## src/rtl/serial_word_rx.sv

```systemverilog
// Serial-to-parallel word receiver: collects ctrl-qualified din bits LSB first into WIDTH-bit words.
// Optional even-parity check after the data bits is enabled by defining SERIAL_WORD_RX_PARITY_EN.
module serial_word_rx #(
  parameter int WIDTH = 8
) (
  input  logic             clock,
  input  logic             reset,
  input  logic             start,
  input  logic             ctrl,
  input  logic             din,
  output logic [WIDTH-1:0] dout,
  output logic             dout_valid,
  input  logic             dout_ready,
  output logic             overflow,
  output logic             parity_err
);

  localparam int CNT_W = $clog2(WIDTH + 1);

  typedef enum logic [1:0] {
    IDLE   = 2'd0,
    SHIFT  = 2'd1
`ifdef SERIAL_WORD_RX_PARITY_EN
    ,
    PARITY = 2'd2
`endif
  } state_t;

  state_t             state_q, state_d;
  logic [WIDTH-1:0]   shreg_q, shreg_d;
  logic [CNT_W-1:0]   cnt_q, cnt_d;
  logic [WIDTH-1:0]   dout_q, dout_d;
  logic               valid_q, valid_d;
  logic               ovf_q, ovf_d;
  logic               perr_q, perr_d;

  logic [WIDTH-1:0]   new_word;
  logic [WIDTH-1:0]   word;
  logic               word_done;

  // Current shift register with the incoming bit placed at the count position.
  always_comb begin
    new_word = shreg_q;
    for (int i = 0; i < WIDTH; i++) begin
      if (cnt_q == CNT_W'(i)) new_word[i] = din;
    end
  end

  always_comb begin
    state_d   = state_q;
    shreg_d   = shreg_q;
    cnt_d     = cnt_q;
    dout_d    = dout_q;
    valid_d   = valid_q;
    ovf_d     = ovf_q;
    perr_d    = 1'b0;
    word      = shreg_q;
    word_done = 1'b0;

    if (valid_q && dout_ready) valid_d = 1'b0;

    if (start) begin
      // Frame (re)alignment wins over any completion in the same cycle.
      state_d = SHIFT;
      shreg_d = '0;
      cnt_d   = '0;
      if (ctrl) begin
        shreg_d[0] = din;
        cnt_d      = CNT_W'(1);
      end
    end else begin
      case (state_q)
        SHIFT: begin
          if (ctrl) begin
            if (cnt_q == CNT_W'(WIDTH - 1)) begin
`ifdef SERIAL_WORD_RX_PARITY_EN
              shreg_d = new_word;
              cnt_d   = CNT_W'(WIDTH);
              state_d = PARITY;
`else
              word      = new_word;
              word_done = 1'b1;
              shreg_d   = '0;
              cnt_d     = '0;
              state_d   = IDLE;
`endif
            end else begin
              shreg_d = new_word;
              cnt_d   = cnt_q + CNT_W'(1);
            end
          end
        end
`ifdef SERIAL_WORD_RX_PARITY_EN
        PARITY: begin
          if (ctrl) begin
            if (^{shreg_q, din} == 1'b0) begin
              word      = shreg_q;
              word_done = 1'b1;
            end else begin
              perr_d = 1'b1;
            end
            shreg_d = '0;
            cnt_d   = '0;
            state_d = IDLE;
          end
        end
`endif
        default: ;
      endcase
    end

    if (word_done) begin
      if (!valid_q || dout_ready) begin
        dout_d  = word;
        valid_d = 1'b1;
      end else begin
        ovf_d = 1'b1;
      end
    end
  end

  always_ff @(posedge clock) begin
    if (reset) begin
      state_q <= IDLE;
      shreg_q <= '0;
      cnt_q   <= '0;
      dout_q  <= '0;
      valid_q <= 1'b0;
      ovf_q   <= 1'b0;
      perr_q  <= 1'b0;
    end else begin
      state_q <= state_d;
      shreg_q <= shreg_d;
      cnt_q   <= cnt_d;
      dout_q  <= dout_d;
      valid_q <= valid_d;
      ovf_q   <= ovf_d;
      perr_q  <= perr_d;
    end
  end

  assign dout       = dout_q;
  assign dout_valid = valid_q;
  assign overflow   = ovf_q;
  assign parity_err = perr_q;

endmodule
```

## config.mk

```make
export PLATFORM = sky130hd
export DESIGN_NAME = serial_word_rx
export DESIGN_NICKNAME = d
export VERILOG_FILES = /design/src/rtl/serial_word_rx.sv
export SDC_FILE = /design/constraint.sdc
export NUM_CORES = 1
export LEC_CHECK = 0
export CORE_UTILIZATION = 47
export CTS_CLUSTER_DIAMETER = 30
export CTS_CLUSTER_SIZE = 24
export DETAILED_ROUTE_END_ITERATION = 10
export PLACE_DENSITY_LB_ADDON = 0.25
export SKIP_LAST_GASP = 1
export SLEW_MARGIN = 25
export SYNTH_ARGS = -nofsm -noshare
export SYNTH_HDL_FRONTEND = slang
export SYNTH_SLANG_ARGS = --single-unit
```

## constraint.sdc

```tcl
create_clock -name clock -period 1.45 [get_ports clock]
set_clock_uncertainty 0.05 [all_clocks]
set_input_delay 0.3625 -clock clock [delete_from_list [all_inputs] [get_ports clock]]
set_output_delay 0.3625 -clock clock [all_outputs]
set_load 0.02 [all_outputs]
```

==> flow_metrics.tcl, run 1 <==
set metrics [dict create \
    avgViaCountPerCell 5.58 \
    synth.cell_area_um2 1120 \
    ant_nets 0 \
    finalWirelength_mm 2.43 \
    die_w_um 50.8 \
    syn_inst 116 \
    drt-initial-drc-count 30 \
    ys_seq_area_share_pct 39.4 \
    p_seq_share_pct 58.1 \
    syn_nets 126 \
    max_freq_ghz 0.689 \
    vias 965 \
    synthFlopType "dfxtp_1" \
    synth_top_area_share_pct 39.4 \
    dieArea_um2 2580 \
    hold_path_end "shreg_q[2]$_SDFFE_PP0P_" \
    drt_pass1_iterations 4 \
    synthArstFlopShare_pct 0 \
    multi_input_area_um2 628 \
    numCtsBuffers 3 \
    synthTopCellsByCount "dfxtp_1 (22), a21oi_1 (7), a31oi_1 (7), mux2i_1 (7), inv_1 (6)" \
    internal_power_w 0.000819 \
    fin_area_um2 1470 \
    dp_cells 169 \
    fin_crit_ns 1.45 \
    dieHeight_um 50.8 \
    end_kind "register" \
    area_growth_pct 31.5 \
    initial_core_util_pct 50.0 \
    fillCellCount 184 \
    synth-edff-count 0 \
    std_cell_rows 17 \
    seq_area_um2 448 \
    hold_start "shreg_q[2]$_SDFFE_PP0P_" \
    maxSlewViolCount 0 \
    cts.sinks 22 \
    max-vdd-ir-drop_mv 0.481 \
    drive_gt1_share_pct 32.4 \
    place_congestion 0.844 \
    reg2reg_from "cnt_q[0]$_SDFFE_PP0P_" \
    gr-total-overflow 0 \
    worstPathArrival_ns 1.60 \
    antenna_cells 0 \
    status "finished, violations left" \
    hold_depth 1 \
    hp-class "register to register" \
    synth_cell_types 38 \
    switchingPower_w 0.000245 \
    drc_errors 0 \
    slowest_stage "dfxtp_4" \
    antenna_found_initial 0 \
    cp-start-kind "register" \
    finalSetupViolations 1 \
    slowest_delay_ns 0.38 \
    path_class "register to register" \
    grt_max_degree 13 \
    yosys-top-cells-area "dfxtp_1 (39%), mux2i_1 (6.3%), a211oi_2 (5.6%), ha_1 (4.5%), a31oi_1 (3.9%)" \
    layoutNonFillerInstCount 173 \
    holdWs_ns 0.424 \
    synth_top_area_cell "dfxtp_1" \
    drv_cap 0 \
    swShare_pct 23.0 \
    fin_nets 156 \
    ys_ff_latch 22 \
    grt_pass1_vias 897 \
    fin_setup_tns_ns -0.000651 \
    power_density_nw_per_um2 724 \
    final_hold_viol_count 0 \
    rsz0062_at_grt "yes" \
    dpl_cell_area_um2 1390 \
    cts_tree "built" \
    crit_buf_inv 1 \
    period_share_pct 100 \
    coreArea_um2 2230 \
    hpwl_mm 1.78 \
    comb_power_share_pct 10.4 \
    ff2ff_setup_slack_ns -0.0007 \
    cp_top_family "flip-flops" \
    r2r-end "dout[1]$_SDFFE_PP0P_" \
    yosysMostFrequentCell "dfxtp_1" \
    clkLatencyLatePin_ns 0.30 \
    io-pin-count 17 \
    p_total_w 0.00106 \
    syn_avg_cell_area_um2 9.63 \
    root_buffer "clkbuf_4" \
    h-tree-depth 1 \
    synth_warnings 0 \
    required_ns 1.60 \
    cts_buffer_depth 2 \
    finalWorstSetupSlack_ns -0.000651 \
    track_usage_pct 20.4 \
    rr_worst_depth 5 \
    cp_max_fo 4 \
    power_leakage_nw 0.566 \
    grt_pass1_wl_mm 3.96 \
    violations "setup timing" \
    clkTransAtPathRegs_ns 0.12 \
    io_buffers 15 \
    wire_per_inst_um 14.0 \
    clkPwrFrac_pct 31.5 \
    path_cells "buf_4, ha_1, nor3b_2, mux2i_2, a211oi_1" \
]
[cells in the final DEF, fill, tap and decap left out, types with 3 or more instances in the layout]
| cell type | netlist | routed |
|---|---|---|
| nand3b_1 | 4 | 4 |
| buf_4 | 3 | 19 |
| clkbuf_4 | 0 | 3 |
| nor2_1 | 5 | 5 |
| o2bb2ai_1 | 5 | 5 |
| mux2i_1 | 7 | 4 |
| dlygate4sd2_1 | 0 | 4 |
| a21oi_1 | 7 | 7 |
| nand2_1 | 3 | 3 |
| dfxtp_2 | 0 | 3 |
| mux2i_2 | 0 | 3 |
| a31oi_1 | 7 | 7 |
| clkdlybuf4s15_1 | 0 | 7 |
| ha_1 | 4 | 3 |
| a211oi_2 | 5 | 5 |
| dfxtp_1 | 22 | 18 |
| inv_1 | 6 | 5 |
| nand3_1 | 3 | 3 |
| clkdlybuf4s50_1 | 0 | 4 |
[worst reg2reg max path, cell delays in order (launching register included)]
cell and delay (ns):
dfxtp_4 0.38, buf_4 0.10, ha_1 0.17, nor3b_2 0.23
mux2i_2 0.30, a211oi_1 0.10
[final cells by class]
class	instances	area share, %
multi-input combinational	78	42.8
inverter	6	1.53
clock buffer	4	2.47
tap	28	2.39
timing repair buffer	35	20.4
sequential	22	30.5
[per-layer routing]
layer	global-route usage [%]	share of wire [%]	vias up
li1	-	-	484
met2	33.8	49	16
met4	8.33	0.41	0
met3	3.64	2.5	2
met1	26.0	48	463
met5	0	0	-
[power groups by stage]
stage | Sequential [W] | Combinational [W] | Clock, W
global placement | 0.000631 | 0.0000994 | 0
CTS | 0.000618 | 0.000102 | 0.000345
floorplan | 0.000629 | 0.0000528 | 0
finish | 0.000618 | 0.000110 | 0.000335
global route | 0.000620 | 0.000119 | 0.000371
detailed placement | 0.000631 | 0.000101 | 0
[metrics by stage]
step                setup WS (ns)  util, %
floorplan                  0.0683        -
global placement           -0.300     62.1
detailed placement         -0.347     62.1
CTS                       0.00105     64.1
global route              -0.0369     65.8
finish                  -0.000651     65.8
[worst max-delay path by stage]
stage	slack (ns)	from	cells after the start	to
after floorplan	0.07	cnt_q[1]$_SDFFE_PP0P_	5	dout[0]$_SDFFE_PP0P_
after global placement	-0.30	ctrl	4	cnt_q[3]$_SDFFE_PP0P_
after detailed placement	-0.35	ctrl	5	dout[5]$_SDFFE_PP0P_
after CTS	0.001	cnt_q[0]$_SDFFE_PP0P_	5	dout[4]$_SDFFE_PP0P_
after global routing	-0.04	cnt_q[0]$_SDFFE_PP0P_	5	dout[1]$_SDFFE_PP0P_
final	-0.0007	cnt_q[0]$_SDFFE_PP0P_	5	dout[1]$_SDFFE_PP0P_
[state kept, by name, indices dropped and copies added, names as in the netlist]
| signal | flops |
|---|---|
| cnt_q | 4 |
| state_q | 1 |
| overflow | 1 |
| dout | 8 |
| dout_valid | 1 |
| shreg_q | 7 |
[what timing repair did]
action,in CTS,in global routing
hold buffers,0,0
pin swaps,0,2
endpoints found under the hold margin,0,0
setup buffers,1,0
setup endpoints to repair,22,19
gates resized for setup,17,18
[cells by family after synthesis]
| logic type | count (synthesis) | share of synthesized area (%) |
|---|---|---|
| compound gates | 34 | 23.1 |
| other cells | 1 | 0.336 |
| buf+inv | 16 | 7.95 |
| mux | 7 | 6.27 |
| fa+ha+maj | 4 | 4.48 |
| flops | 22 | 39.4 |
| simple gates | 31 | 17.7 |
| xor+xnor | 1 | 0.784 |
No activity file was read; power rests on OpenSTA's default activity.
==> inputs of run 2 (changes only) <==
MAX_ROUTING_LAYER = met4   (was unset)
==> run 2 against run 1 <==
The flow now finishes without violations. First-iteration DRC count fell by 10%. Via count grew 1.0%. Utilization is the same. Sequential share of layout area unchanged. Design area stayed put. Wire length is 0.33% higher. Register-to-register slack is essentially flat. Final cell count did not move. Flip-flop and latch count stayed put. Clock power hardly changed. Worst setup slack improved by 0.012 ns. Total power about the same. Critical endpoint unchanged. Largest power group unchanged.
==> flow_metrics.tcl, run 2 (synthesis gave the netlist of run 1 again) <==
set metrics [dict create \
    clkLatencyLatePin_ns 0.30 \
    clkTransAtPathRegs_ns 0.12 \
    drv_cap 0 \
    cts_buffer_depth 2 \
    cts.sinks 22 \
    dieArea_um2 2580 \
    gr-total-overflow 0 \
    slowest_delay_ns 0.38 \
    area_growth_pct 31.5 \
    hpwl_mm 1.78 \
    io-pin-count 17 \
    wire_per_inst_um 14.1 \
    dieHeight_um 50.8 \
    slowest_stage "dfxtp_4" \
    hp-class "register to register" \
    required_ns 1.60 \
    cp-start-kind "register" \
    path_cells "buf_4, ha_1, nor3b_2, mux2i_2, a211oi_1" \
    ctsHoldBuffers 0 \
    final_util_pct 65.8 \
    h-tree-depth 1 \
    avgViaCountPerCell 5.64 \
    max-vdd-ir-drop_mv 0.479 \
    rsz0062_at_grt "yes" \
    coreArea_um2 2230 \
    status "completed" \
    cp_top_family "flip-flops" \
    std_cell_rows 17 \
    antenna_found_initial 0 \
    cp_max_fo 4 \
    drt_pass1_iterations 5 \
    crit_buf_inv 1 \
    root_buffer "clkbuf_4" \
    fin_setup_tns_ns 0 \
    final_common_cell "buf_4" \
    grt_pass1_vias 896 \
    end_kind "register" \
    vias 975 \
    largest_register_ffs 8 \
    initial_core_util_pct 50.0 \
    place_congestion 0.858 \
    power_leakage_nw 0.566 \
    fin_nets 156 \
    antenna_cells 0 \
    final_hold_viol_count 0 \
    finalWirelength_mm 2.44 \
    numCtsBuffers 3 \
    max_freq_ghz 0.695 \
    drive_gt1_share_pct 32.4 \
    fin_crit_ns 1.44 \
    power_density_nw_per_um2 724 \
    worstPathArrival_ns 1.58 \
    grt_pass1_wl_mm 3.97 \
    period_share_pct 99.2 \
    drt-initial-drc-count 27 \
    drc_errors 0 \
    path_class "register to register" \
    cts_tree "built" \
    die_w_um 50.8 \
    io_buffers 15 \
    grt_max_degree 13 \
    finalSetupViolations 0 \
    maxSlewViolCount 0 \
    ant_nets 0 \
    final_cell_mix "buf_4 (19), dfxtp_1 (18), a21oi_1 (7), a31oi_1 (7), clkdlybuf4s15_1 (7)" \
    track_usage_pct 21.0 \
]
-- run 2: cell counts in the layout (fill, tap and decap cells not counted) --
No cell type changed its count.
-- run 2: metal layers --
| metal | wire (um) | GRT usage [%] | part of all wire (%) | up-vias |
|---|---|---|---|---|
| li1 | - | - | - | 484 |
| met1 | 1170 | 26.0 | 48 | 469 |
| met2 | 1180 | 33.8 | 48 | 20 |
| met3 | 78 | 3.64 | 3.2 | 2 |
| met4 | 12 | 8.33 | 0.49 | 0 |
| met5 | 0 | - | 0 | - |
-- run 2: worst paths after layout --
check | depth (start not counted) | to | slack (ns) | start
setup / recovery | 5 | dout[1]$_SDFFE_PP0P_ | 0.01 | cnt_q[0]$_SDFFE_PP0P_
hold / removal | 1 | shreg_q[2]$_SDFFE_PP0P_ | 0.42 | shreg_q[2]$_SDFFE_PP0P_
setup reg to reg | 5 | dout[1]$_SDFFE_PP0P_ | 0.01 | cnt_q[0]$_SDFFE_PP0P_
hold reg to reg | 1 | shreg_q[2]$_SDFFE_PP0P_ | 0.42 | shreg_q[2]$_SDFFE_PP0P_
-- run 2: cell type report --
type | instances | area (um2)
clock buffers | 4 | 36.3
multi-input cells | 78 | 628
well taps | 28 | 35.0
fillers | 184 | 764
inverters | 6 | 22.5
flip-flops and latches | 22 | 448
repair buffers | 35 | 299
-- run 2: timing repair --
action	in CTS	in global routing
endpoints found under the setup margin	22	19
setup buffers	1	0
pin swaps	0	2
gates resized for setup	17	18
-- run 2: per-stage QoR --
stage	cell area [um2]	setup slack, ns	hold slack (ns)	power (W)	std cells
2_1_floorplan	1120	0.0683	0.377	0.000682	116
3_3_place_gp	1390	-0.300	0.395	0.000730	169
3_5_place_dp	1390	-0.347	0.398	0.000732	169
4_1_cts	1430	0.00105	0.429	0.00106	174
5_1_grt	1470	-0.0488	0.447	0.00111	173
6_report	1470	0.0111	0.424	0.00106	173
-- run 2: power by group --
group	switching (W)	internal (W)	total [W]
Combinational	0.0000540	0.0000560	0.000110
Sequential	0.00000797	0.000610	0.000618
Clock	0.000182	0.000153	0.000335
Total	0.000244	0.000819	0.00106
==> inputs of run 3 (changes only) <==
--- a/config.mk
+++ b/config.mk
@@ -6,4 +6,5 @@
 export NUM_CORES = 1
 export LEC_CHECK = 0
+export CAP_MARGIN = 20
 export CORE_UTILIZATION = 47
 export CTS_CLUSTER_DIAMETER = 30
@@ -13,5 +14,5 @@
 export PLACE_DENSITY_LB_ADDON = 0.25
 export SKIP_LAST_GASP = 1
-export SLEW_MARGIN = 25
+export SLEW_MARGIN = 40
 export SYNTH_ARGS = -nofsm -noshare
 export SYNTH_HDL_FRONTEND = slang
==> constraint.sdc (replaced) <==
create_clock -name clock -period 1.45 [get_ports clock]
set_clock_uncertainty 0.05 [all_clocks]
set_input_delay 0.29 -clock clock [delete_from_list [all_inputs] [get_ports clock]]
set_output_delay 0.29 -clock clock [all_outputs]
set_load 0.02 [all_outputs]
==> run 3 against run 2 <==
Register-to-register slack hardly changed. Flip-flop and latch count stayed put. Sequential share of layout area is 0.16 points higher. Sequential power hardly changed. Critical endpoint unchanged. Via count stayed put. Critical path depth stayed put. Final cell count stayed put. Die area stayed put.
==> flow_metrics.tcl, run 3 (synthesis gave the netlist of run 1 again) <==
set metrics [dict create \
    status "completed" \
    clkTransAtPathRegs_ns 0.12 \
    hpwl_mm 1.78 \
    cp_max_fo 4 \
    hold_start "shreg_q[2]$_SDFFE_PP0P_" \
    dp_cells 169 \
    required_ns 1.60 \
    internal_power_w 0.000820 \
    end_kind "register" \
    track_usage_pct 21.0 \
    final_common_cell "buf_4" \
    comb_power_share_pct 10.4 \
    avgViaCountPerCell 5.64 \
    clkLatencyLatePin_ns 0.30 \
    antenna_cells 0 \
    area_growth_pct 30.8 \
    dieArea_um2 2580 \
    vias 975 \
    power_leakage_nw 0.590 \
    h-tree-depth 1 \
    hold_path_end "shreg_q[2]$_SDFFE_PP0P_" \
    grt_pass1_vias 896 \
    coreArea_um2 2230 \
    wire_per_inst_um 14.0 \
    switchingPower_w 0.000245 \
    numCtsBuffers 3 \
    fin_crit_ns 1.44 \
    rsz0062_at_grt "yes" \
    cts.sinks 22 \
    dpl_worst_slack_ns -0.275 \
    reg2reg_from "cnt_q[0]$_SDFFE_PP0P_" \
    max-vdd-ir-drop_mv 0.481 \
    maxSlewViolCount 0 \
    io_buffers 15 \
    dieHeight_um 50.8 \
    period_share_pct 99.3 \
    drt_pass1_iterations 5 \
    swShare_pct 23.0 \
    drc_errors 0 \
    rr_worst_depth 5 \
    grt_pass1_wl_mm 3.97 \
    antenna_found_initial 0 \
    cp-start-kind "register" \
    initial_core_util_pct 50.0 \
    die_w_um 50.8 \
    finalWirelength_mm 2.43 \
    dpl_cell_area_um2 1390 \
    fin_setup_tns_ns 0 \
    max_freq_ghz 0.694 \
    r2r-end "dout[1]$_SDFFE_PP0P_" \
    p_total_w 0.00107 \
    hold_depth 1 \
    p_seq_share_pct 58.0 \
    place_congestion 0.858 \
    final_cell_mix "buf_4 (19), dfxtp_1 (18), dlygate4sd2_1 (10)" \
    ant_nets 0 \
    largest_register_ffs 8 \
    root_buffer "clkbuf_4" \
    final_hold_viol_count 0 \
    gr-total-overflow 0 \
    path_class "register to register" \
    io-pin-count 17 \
    clkPwrFrac_pct 31.6 \
    cts_tree "built" \
    fin_nets 156 \
    worstPathArrival_ns 1.59 \
    fin_area_um2 1460 \
    drive_gt1_share_pct 32.4 \
    finalWorstSetupSlack_ns 0.00982 \
    grt_max_degree 13 \
    power_density_nw_per_um2 729 \
    hp-class "register to register" \
    drv_cap 0 \
    finalSetupViolations 0 \
    std_cell_rows 17 \
    cts_buffer_depth 2 \
    ff2ff_setup_slack_ns 0.01 \
    drt-initial-drc-count 27 \
    layoutNonFillerInstCount 173 \
]
==> run 3: changes by cell type in the layout (fill, tap and decap cells not counted), sizes merged <==
cell / before / now
clkdlybuf4s15: 7 / 0
dlygate4sd2: 4 / 10
clkdlybuf4s50: 4 / 5
==> run 3: metal layers <==
layer	track usage [%]	wire length (um)	share of wire [%]
met2	33.8	1170	48
met5	-	0	0
met1	26.0	1170	48
met4	8.33	12	0.49
met3	3.64	72	3.0
==> run 3: final cells by class <==
type	count	area, um2
inverter	6	22.5
sequential	22	448
timing repair buffer	35	292
tap	28	35.0
clock buffer	4	36.3
fill	187	772
multi-input combinational	78	628
==> run 3: how the worst max path moves through the flow <==
stage	from	cells past startpoint	slack [ns]	end
after CTS	cnt_q[0]$_SDFFE_PP0P_	5	0.001	dout[4]$_SDFFE_PP0P_
final	cnt_q[0]$_SDFFE_PP0P_	5	0.01	dout[1]$_SDFFE_PP0P_
after detailed placement	ctrl	5	-0.27	dout[5]$_SDFFE_PP0P_
after global routing	cnt_q[0]$_SDFFE_PP0P_	5	-0.05	dout[1]$_SDFFE_PP0P_
after global placement	ctrl	4	-0.23	cnt_q[3]$_SDFFE_PP0P_
after floorplan	cnt_q[1]$_SDFFE_PP0P_	5	0.07	dout[0]$_SDFFE_PP0P_
==> run 3: per-stage QoR <==
step	utilization, %	hold slack, ns
floorplan	-	0.305
global placement	62.1	0.395
detailed placement	62.1	0.398
CTS	64.1	0.429
global route	65.4	0.447
finish	65.4	0.424
==> run 3: power by group through the flow <==
stage	Clock (W)	Sequential (W)	Combinational, W
finish	0.000336	0.000618	0.000111
global route	0.000371	0.000620	0.000120
CTS	0.000345	0.000618	0.000103
detailed placement	0	0.000631	0.000101
global placement	0	0.000631	0.0000994
floorplan	0	0.000629	0.0000528
==> run 3: worst max-delay path, cell delays in order (launching register included) <==
cell,delay (ns)
dfxtp_4,0.38
buf_4,0.10
ha_1,0.17
nor3b_2,0.23
mux2i_2,0.30
a211oi_1,0.10
==> run 3: repair_timing <==
item / CTS / global route
pin swaps: 0 / 2
gates cloned: 0 / 0
resized for setup: 16 / 11
endpoints found under the setup margin: 21 / 12
setup buffers: 1 / 0
hold buffers: 0 / 0
